==> src/rtl/booth_pkg.sv <==
// Shared constants and types for the sequential radix-2 Booth multiplier.
// Includes the Booth recoding of the {Q[0], Q-1} pair.
package booth_pkg;

   localparam int WIDTH = 16;

   typedef enum logic [1:0] {
      IDLE = 2'd0,
      RUN  = 2'd1,
      DONE = 2'd2
   } state_t;

   typedef enum logic [1:0] {
      OP_NONE = 2'd0,
      OP_ADD  = 2'd1,
      OP_SUB  = 2'd2
   } booth_op_t;

   // 01 adds the multiplicand, 10 subtracts it, 00/11 leave A untouched.
   function automatic booth_op_t booth_decode(input logic q0, input logic q_m1);
      booth_op_t op;
      case ({q0, q_m1})
         2'b01:   op = OP_ADD;
         2'b10:   op = OP_SUB;
         default: op = OP_NONE;
      endcase
      return op;
   endfunction

endpackage

==> src/rtl/booth_step.sv <==
// One combinational Booth step: conditional add/subtract of M into A,
// then arithmetic shift right of {A, Q, Q-1} by one bit.
module booth_step #(
   parameter int WIDTH = booth_pkg::WIDTH
) (
   input  logic [WIDTH:0]   acc,
   input  logic [WIDTH-1:0] q,
   input  logic             q_m1,
   input  logic [WIDTH:0]   m,
   output logic [WIDTH:0]   acc_next,
   output logic [WIDTH-1:0] q_next,
   output logic             q_m1_next
);
   import booth_pkg::*;

   logic [WIDTH:0] sum_s;

   // A and M carry one guard bit so that subtracting -2^(WIDTH-1) cannot overflow.
   always_comb begin
      sum_s = acc;
      case (booth_decode(q[0], q_m1))
         OP_ADD:  sum_s = acc + m;
         OP_SUB:  sum_s = acc - m;
         default: sum_s = acc;
      endcase
   end

   assign acc_next  = {sum_s[WIDTH], sum_s[WIDTH:1]};
   assign q_next    = {sum_s[0], q[WIDTH-1:1]};
   assign q_m1_next = q[0];

endmodule

==> src/rtl/booth_algorithm.sv <==
// Sequential radix-2 Booth multiplier: one Booth step per clock, WIDTH steps per product.
// Launch on a rising edge of start; ready/result are registered and held until the next launch.
module booth_algorithm #(
   parameter int WIDTH = booth_pkg::WIDTH
) (
   input  logic                 clk,
   input  logic                 rst,
   input  logic [WIDTH-1:0]     a,
   input  logic [WIDTH-1:0]     b,
   input  logic                 start,
   output logic                 ready,
   output logic [2*WIDTH-1:0]   result
);
   import booth_pkg::*;

   localparam int CW = $clog2(WIDTH + 1);

   state_t           state_r;
   logic [CW-1:0]    cnt_r;
   logic             start_prev_r;
   logic [WIDTH:0]   m_r;
   logic [WIDTH:0]   acc_r;
   logic [WIDTH-1:0] q_r;
   logic             q_m1_r;

   logic [WIDTH:0]   acc_next_s;
   logic [WIDTH-1:0] q_next_s;
   logic             q_m1_next_s;
   logic             launch_s;
   logic             last_step_s;

   booth_step #(.WIDTH(WIDTH)) u_step (
      .acc       (acc_r),
      .q         (q_r),
      .q_m1      (q_m1_r),
      .m         (m_r),
      .acc_next  (acc_next_s),
      .q_next    (q_next_s),
      .q_m1_next (q_m1_next_s)
   );

   // Launch qualifier: a 0->1 start transition seen between consecutive edges.
   always_comb begin
      launch_s    = start & ~start_prev_r;
      last_step_s = (cnt_r == CW'(1));
   end

   // Controller FSM, datapath registers and registered outputs.
   always_ff @(posedge clk) begin
      if (rst) begin
         state_r      <= IDLE;
         cnt_r        <= '0;
         start_prev_r <= 1'b0;
         m_r          <= '0;
         acc_r        <= '0;
         q_r          <= '0;
         q_m1_r       <= 1'b0;
         ready        <= 1'b0;
         result       <= '0;
      end else begin
         start_prev_r <= start;
         case (state_r)
            IDLE, DONE: begin
               if (launch_s) begin
                  m_r     <= {a[WIDTH-1], a};
                  acc_r   <= '0;
                  q_r     <= b;
                  q_m1_r  <= 1'b0;
                  cnt_r   <= CW'(WIDTH);
                  ready   <= 1'b0;
                  state_r <= RUN;
               end else begin
                  state_r <= state_r;
               end
            end
            RUN: begin
               acc_r  <= acc_next_s;
               q_r    <= q_next_s;
               q_m1_r <= q_m1_next_s;
               cnt_r  <= cnt_r - CW'(1);
               // The product fits in 2*WIDTH bits; A's guard bit is redundant here.
               if (last_step_s) begin
                  result  <= {acc_next_s[WIDTH-1:0], q_next_s};
                  ready   <= 1'b1;
                  state_r <= DONE;
               end else begin
                  state_r <= RUN;
               end
            end
            default: begin
               state_r <= IDLE;
               ready   <= 1'b0;
            end
         endcase
      end
   end

endmodule

==> config.mk <==
export PLATFORM = sky130hd
export DESIGN_NAME = booth_algorithm
export DESIGN_NICKNAME = d
export VERILOG_FILES = /design/src/rtl/booth_pkg.sv /design/src/rtl/booth_step.sv /design/src/rtl/booth_algorithm.sv
export SDC_FILE = /design/constraint.sdc
export NUM_CORES = 1
export LEC_CHECK = 0
export CORE_MARGIN = 4
export CORE_UTILIZATION = 30
export DETAILED_ROUTE_END_ITERATION = 8
export PLACE_DENSITY = 0.52
export SYNTH_ARGS = -nofsm -noshare
export SYNTH_HDL_FRONTEND = slang
export SYNTH_HIERARCHICAL = 1
export SYNTH_SLANG_ARGS = --single-unit
==> constraint.sdc <==
create_clock -name clk -period 3.7 [get_ports clk]
set_clock_uncertainty 0.2 [all_clocks]
set_input_delay 0.555 -clock clk [delete_from_list [all_inputs] [get_ports clk]]
set_output_delay 0.555 -clock clk [all_outputs]
set_load 0.02 [all_outputs]
==> key figures, run 1 <==
Run status
  • Status: complete, no violations

Power and ir drop
  • Peak supply drop: 236 uV
  • P_leak: 2.32 nW
  • Pwr Density: 438 nW/um^2

Worst setup path
  • Required @ worst endpoint: 3730 ps
  • WP buf/inv: 2
  • Most used cell, CP: buf_6
  • CP max stage cell: or4b_4
  • Crit Reg-Reg Startpoint: m_r[3]
  • R2r endpoint: result[31]
  • Crit-path leading delay family: simple AND/OR/NAND/NOR gates
  • Crit-path max cell delay: 540 ps
  • CP Class: reg2reg
  • Critical Path Fanout Max: 6
  • R2R cell count: 15
  • Crit path arrival time: 3660 ps
  • Reg-to-reg slack, setup: 70 ps
  • CP Launch Type: flip-flop
  • CP Capture Type: flip-flop
  • Critical path cell sequence: buf_6 > or4b_4 > buf_6 > nor3_2 > nor2_1 > xnor2_1 > ha_2 > a21oi_2 > nand2_2 > o32ai_4 > a21oi_4 > mux4_2 > nand4b_1 > nand3_1 > a21oi_1

Placement
  • DP Wirelength: 9900 um
  • Port buffer count: 67
  • Routability cong.: 0.829

Detailed routing
  • DRC: 0
  • Via count: 4860
  • DR WL/cell: 15.2 um
  • Final ANT Viol Nets: 0
  • Drt pass-1 iters: 5
  • Drt initial violations: 316
  • Vias per cell: 5.14
  • Total Wirelength: 14400 um

Floorplanning
  • Chip Width: 138 um
  • Std-Cell Core Area: 16500 sq um
  • DIE AREA: 19000 sq um
  • Row cnt: 47
  • Starting Density: 30.5%
  • IO Pins: 68
  • Die Height: 138 um

Min path
  • HP Class: reg2reg
  • Hold Path Sink: result[16]
  • Worst hold stages: 2
  • Hold Startpoint: result[16]

Clocking
  • Root Driver: clkbuf_16
  • Clock-pin slew on the worst setup and hold paths: 70 ps
  • Clock Sinks: 91
  • Clk_lat worst skew: 350 ps
  • Clock Tree Buf Depth: 2
  • Cts hold-fix bufs: 0
  • CTS buffer count: 9
  • TritonCTS clock tree: yes
  • CTS H-tree depth: 3

Timing
  • Final hold violations: 0
  • Hold_ws: 281 ps
  • Final Slew Violations: 0
  • FMAX: 276 MHz
  • RSZ-0062 raised after global routing: true
  • Rel. slew slack: 47.3%
  • Final min period: 3630 ps
  • Final setup fails: 0
  • Final worst path period share: 98.0%
  • TNS Setup: 0 ps
  • Worst-Margin Slew: 791 ps

Global routing
  • GR Util met2: 25.3%
  • First-pass GRT wire length: 23300 um
  • Overflow after GRT: 0
  • Vias in the first global route: 4798
  • Initial antenna violation count: 0
  • Largest net degree at the start of global routing: 63
  • GRT Util Overall: 15.2%
  • Met1 Use GR: 19.4%
  • GR peak layer: met2
  • GR Util met3: 3.69%

Synth
  • Top cell type's share of synthesized area: 36.1%
  • FF+latch count, synth: 91
  • Cell Area, Synth: 5040 sq um
  • Top-count cell post-synth: a21oi_1
  • Dominant cell type by area after synthesis: dfxtp_1
  • Synthesized area per cell: 7.86 sq um
  • Ys async rst share: 0%
  • Synthesized instance count: 642
  • Post-synth top flop: dfxtp_1
  • Synth unique cells: 58
  • Yosys warns: 6
  • Synth area leaders: dfxtp_1, a21oi_1, nand3_1
  • Post-synth top cells: a21oi_1, dfxtp_1, nand2_1, nand3_1, o21ai_1
  • Post-synth EDFFs: 0
  • Syn nets: 698
  • Seq/Total Area, Yosys: 36.1%

Cells and area
  • # nets final: 776
  • N_diodes: 0
  • Area growth syn-to-layout: 32.3%
  • Filler cells: 1649
  • Share of layout cells above drive strength 1: 18.3%

Job
  • Max-cap violations: 0
[cell families after synthesis]
group / after synthesis / synth area share (%)
adders and majority gates: 21 / 5.36
muxes: 4 / 1.17
AOI/OAI and AO/OA: 210 / 23.6
xor gates and xnor gates: 25 / 4.34
DFF: 91 / 36.1
buffers and inverters: 79 / 8.46
and+or+nand+nor: 212 / 21.0
[state kept, by name (all words and copies together) (netlist names)]
| name | count |
|---|---|
| state_r | 2 |
| start_prev_r | 1 |
| result | 32 |
| q_r | 16 |
| cnt_r | 5 |
| m_r | 16 |
| acc_r | 17 |
| q_m1_r | 1 |
| ready | 1 |
[layout by cell type, fill, tap and decap left out, types with 3 or more instances in the layout]
cell,n
nor3_2,5
o21ai_0,21
xor2_1,4
nand3_1,71
nor2_1,23
clkdlybuf4s50_1,66
ha_2,3
inv_1,12
nor3_1,7
o21bai_1,4
xnor2_1,21
a21oi_1,103
nand2b_1,4
a211oi_1,4
dfxtp_1,86
a21oi_2,5
a22oi_1,17
nand3b_1,3
dfxtp_2,5
buf_4,62
a21o_1,3
nor2b_1,3
nand2_1,71
ha_4,3
ha_1,14
clkbuf_16,9
o21ai_1,32
[metrics by stage]
step	instance area [sq um]	power [mW]	cells	setup WS, ps	utilization (%)
floorplan	5060	1.58	642	2.21	-
global placement	6110	1.85	925	4.96	37.0
detailed placement	6110	1.86	925	-55.6	37.0
CTS	6440	2.87	941	0.215	38.9
global route	6670	3.08	945	-87.6	40.4
finish	6670	2.92	945	72.9	40.4
[timing repair]
item	4_1_cts	5_1_grt
setup endpoints to repair	3	13
buffers inserted	0	5
resized for setup	1	48
pin swaps	0	21
[worst max path at each step]
| stage | startpoint | to | slack [ps] | depth (start not counted) |
|---|---|---|---|---|
| after global routing | m_r[1] | result[31] | -90 | 16 |
| after CTS | m_r[6] | result[31] | 0.2 | 14 |
| after floorplan | m_r[6] | acc_r[16] | 2 | 16 |
| after global placement | m_r[6] | result[31] | 5 | 14 |
| final | m_r[3] | result[31] | 70 | 15 |
| after detailed placement | m_r[6] | result[31] | -60 | 14 |
[metal layers]
metal	wire length [um]	share of wire, %
met1	6420	45
met2	7100	49
met3	673	4.7
met4	178	1.2
met5	0	0
[tightest hold or removal path: cells and delay by family (launching register included)]
family / cells / cell delay, ps
DFF: 1 / 310
AOI/OAI and AO/OA: 2 / 120
[cell type report]
class,instances,area [sq um],share of cell area [%]
sequential,91,1830,27.4
timing repair buffer,132,1170,17.6
clock inverter,4,73.8,1.11
multi-input combinational,472,3020,45.3
inverter,14,52.6,0.787
tap,220,275,4.12
clock buffer,12,246,3.69
[power by group]
| group | total (mW) | switching, mW | internal (mW) | leakage (nW) |
|---|---|---|---|---|
| registers | 1.06 | 0.0387 | 1.02 | 0.741 |
| logic | 0.866 | 0.457 | 0.409 | 1.42 |
| clock network | 1.00 | 0.388 | 0.611 | 0.157 |
(Power assumes the default switching activity.)
==> inputs of run 2 (changes only) <==
--- a/config.mk
+++ b/config.mk
@@ -9,6 +9,7 @@
 export CORE_UTILIZATION = 30
 export DETAILED_ROUTE_END_ITERATION = 8
 export PLACE_DENSITY = 0.52
+export REMOVE_ABC_BUFFERS = 1
 export SYNTH_ARGS = -nofsm -noshare
 export SYNTH_HDL_FRONTEND = slang
 export SYNTH_HIERARCHICAL = 1
==> run 2 against run 1 <==
Net effect: routed wire length is 7.2% lower; global-route usage down 0.68 points; cell count shrank 1.7%; clock power fell by 4%; hold slack got worse by 11 ps; highest routed layer unchanged.
==> key figures, run 2 (synthesis results as in run 1) <==
Run status
  • Status: complete, no violations

Floorplanning
  • Row cnt: 47 (unchanged)
  • Die Height: 138 um (unchanged)
  • Chip Width: 138 um (unchanged)
  • Starting Density: 30.5% (unchanged)
  • Std-Cell Core Area: 16500 sq um (unchanged)
  • DIE AREA: 19000 sq um (unchanged)
  • IO Pins: 68 (unchanged)

Detailed routing
  • Via count: 4726 (-2.8%)
  • Final ANT Viol Nets: 0 (unchanged)
  • Drt initial violations: 262 (-17%)
  • DR WL/cell: 14.4 um (-5.6%)
  • Total Wirelength: 13300 um (-7.2%)
  • Drt pass-1 iters: 5 (unchanged)
  • DRC: 0 (unchanged)
  • Vias per cell: 5.09 (-1.1%)

Placement
  • Inst Count DP: 907 (-1.9%)
  • Dpl ws: -69.6 ps (-14.0 ps)
  • DP Wirelength: 9250 um (-6.6%)
  • Dpl cell area: 5950 sq um (-2.7%)
  • Routability cong.: 0.823 (-0.75%)
  • Port buffer count: 67 (unchanged)

Worst setup path
  • CP Capture Type: flip-flop
  • Cell depth of the worst setup path: 14 (-1)
  • Worst setup path start: m_r[6]
  • Required @ worst endpoint: 3720 ps (about the same)
  • Setup crit end: result[31]
  • Crit Reg-Reg Startpoint: m_r[6]
  • CP Launch Type: flip-flop
  • Critical Path Fanout Max: 3 (-3)
  • CP max stage cell: or4_4
  • CP Class: reg2reg
  • Crit-path leading delay family: simple AND/OR/NAND/NOR gates
  • Crit path arrival time: 3630 ps (-30 ps)
  • WP buf/inv: 0 (-2)
  • Reg-to-reg slack, setup: 90 ps (+20 ps)
  • R2R cell count: 14 (-1)
  • Crit-path max cell delay: 570 ps (+30 ps)
  • R2r endpoint: result[31]
  • Critical path cell sequence: or4_4 > or2_4 > nor4b_2 > nor2_1 > xnor2_1 > ha_1 > o21ai_1 > a21oi_1 > o32ai_2 > a21oi_2 > mux4_2 > nand4b_1 > nand3_1 > a21oi_1
  • Most used cell, CP: a21oi_1

Power and ir drop
  • P_int: 1.92 mW (-5.9%)
  • Overall power: 2.78 mW (-4.7%)
  • Sequential share of power: 37.8% (+1.6 points)
  • Clock share of power: 34.5% (+0.3 points)
  • Peak supply drop: 223 uV (-5.5%)
  • Sw Ratio: 31.1% (+0.86 points)
  • NetSw: 0.866 mW (-2.0%)
  • P_leak: 2.22 nW (-4.0%)
  • Combinational share of power: 27.7% (-1.9 points)
  • Pwr Density: 433 nW/um^2 (-1.1%)

Clocking
  • Clock Tree Buf Depth: 2 (unchanged)
  • CTS H-tree depth: 3 (unchanged)
  • Cts hold-fix bufs: 0 (unchanged)
  • Root Driver: clkbuf_16
  • CTS buffer count: 9 (unchanged)
  • Clock-pin slew on the worst setup and hold paths: 70 ps (about the same)
  • Clock Sinks: 91 (unchanged)
  • TritonCTS clock tree: yes
  • Clk_lat worst skew: 350 ps (about the same)

Cells and area
  • Fin cells: 929 (-1.7%)
  • Area growth syn-to-layout: 27.5%
  • Post-route cell area: 6430 sq um (-3.7%)
  • Most common cell after layout, fill and taps aside: a21oi_1
  • Regs by FF count: result (32), acc_r (17)
  • Commonest cells after routing, fill and taps aside: a21oi_1, dfxtp_1, nand3_1, nand2_1, clkdlybuf4s50_1
  • N_diodes: 0 (unchanged)
  • # nets final: 760 (-2.1%)
  • Largest Register: result
  • Max FFs per register: 32 (unchanged)
  • Filler cells: 1673 (+1.5%)
  • Share of layout cells above drive strength 1: 14.8% (-3.5 points)

Timing
  • Final worst path period share: 97.5% (-0.48 points)
  • RSZ-0062 raised after global routing: true
  • FMAX: 277 MHz (+0.50%)
  • Final setup fails: 0 (unchanged)
  • Final hold violations: 0 (unchanged)
  • TNS Setup: 0 ps (unchanged)
  • Final worst slack: 90.8 ps (+17.9 ps)
  • Final Slew Violations: 0 (unchanged)
  • Worst-Margin Slew: 1000 ps (+209 ps)
  • Rel. slew slack: 33.3% (-14 points)
  • Final min period: 3610 ps (-17.9 ps)

Global routing
  • Overflow after GRT: 0 (unchanged)
  • Largest net degree at the start of global routing: 54 (-14%)
  • Initial antenna violation count: 0 (unchanged)
  • GRT Util Overall: 14.5% (-0.68 points)
  • Met1 Use GR: 18.0% (-1.5 points)
  • GR Util met2: 24.8% (-0.43 points)
  • First-pass GRT wire length: 22200 um (-4.5%)
  • GR Util met3: 3.76% (+0.073 points)
  • GR peak layer: met2
  • Vias in the first global route: 4703 (-2.0%)

Job
  • Max-cap violations: 0 (unchanged)

Min path
  • HP Class: reg2reg
## run 2: power groups by stage
stage          sequential (mW)  clock, mW  combinational [mW]
3_5_place_dp              1.07          0               0.701
2_1_floorplan             1.07          0               0.437
4_1_cts                   1.05      0.996               0.709
3_3_place_gp              1.07          0               0.690
6_report                  1.05      0.959               0.771
5_1_grt                   1.06       1.03               0.853
## run 2: what timing repair did
item,CTS,global route
pin swaps,2,16
setup endpoints to repair,3,15
setup buffers,1,5
gates resized for setup,5,32
gates cloned,0,0
## run 2: metrics by stage
| stage | hold WS (ps) | util [%] |
|---|---|---|
| 2_1_floorplan | 242 | - |
| 3_3_place_gp | 254 | 36.0 |
| 3_5_place_dp | 262 | 36.0 |
| 4_1_cts | 273 | 38.0 |
| 5_1_grt | 302 | 38.9 |
| 6_report | 270 | 38.9 |
## run 2: worst min-delay path by stage
stage	slack, ps	to	startpoint	cells past startpoint
CTS	270	q_m1_r	q_m1_r	2
finish	270	q_m1_r	q_m1_r	2
detailed placement	260	q_m1_r	q_m1_r	2
global route	300	result[28]	result[28]	2
global placement	250	q_m1_r	q_m1_r	2
floorplan	240	q_m1_r	q_m1_r	2
## run 2: layout make-up
| class | instances | area, sq um | share of cell area [%] |
|---|---|---|---|
| clock buffers | 10 | 239 | 3.72 |
| clock inverters | 6 | 70.1 | 1.09 |
| inverters | 14 | 52.6 | 0.817 |
| multi-input cells | 472 | 2920 | 45.4 |
| flip-flops and latches | 91 | 1820 | 28.4 |
| well taps | 220 | 275 | 4.28 |
| repair buffers | 116 | 1050 | 16.3 |
## run 2: worst min-delay path: stages (launching register included)
cell and delay, ps:
dfxtp_1 310, nand3_1 60, a21oi_1 50
## run 2: layer usage
layer | vias up | share of wire (%)
met3 | 14 | 4.6
met1 | 2204 | 45
met2 | 112 | 49
met4 | 0 | 0.91
met5 | - | 0
li1 | 2396 | -
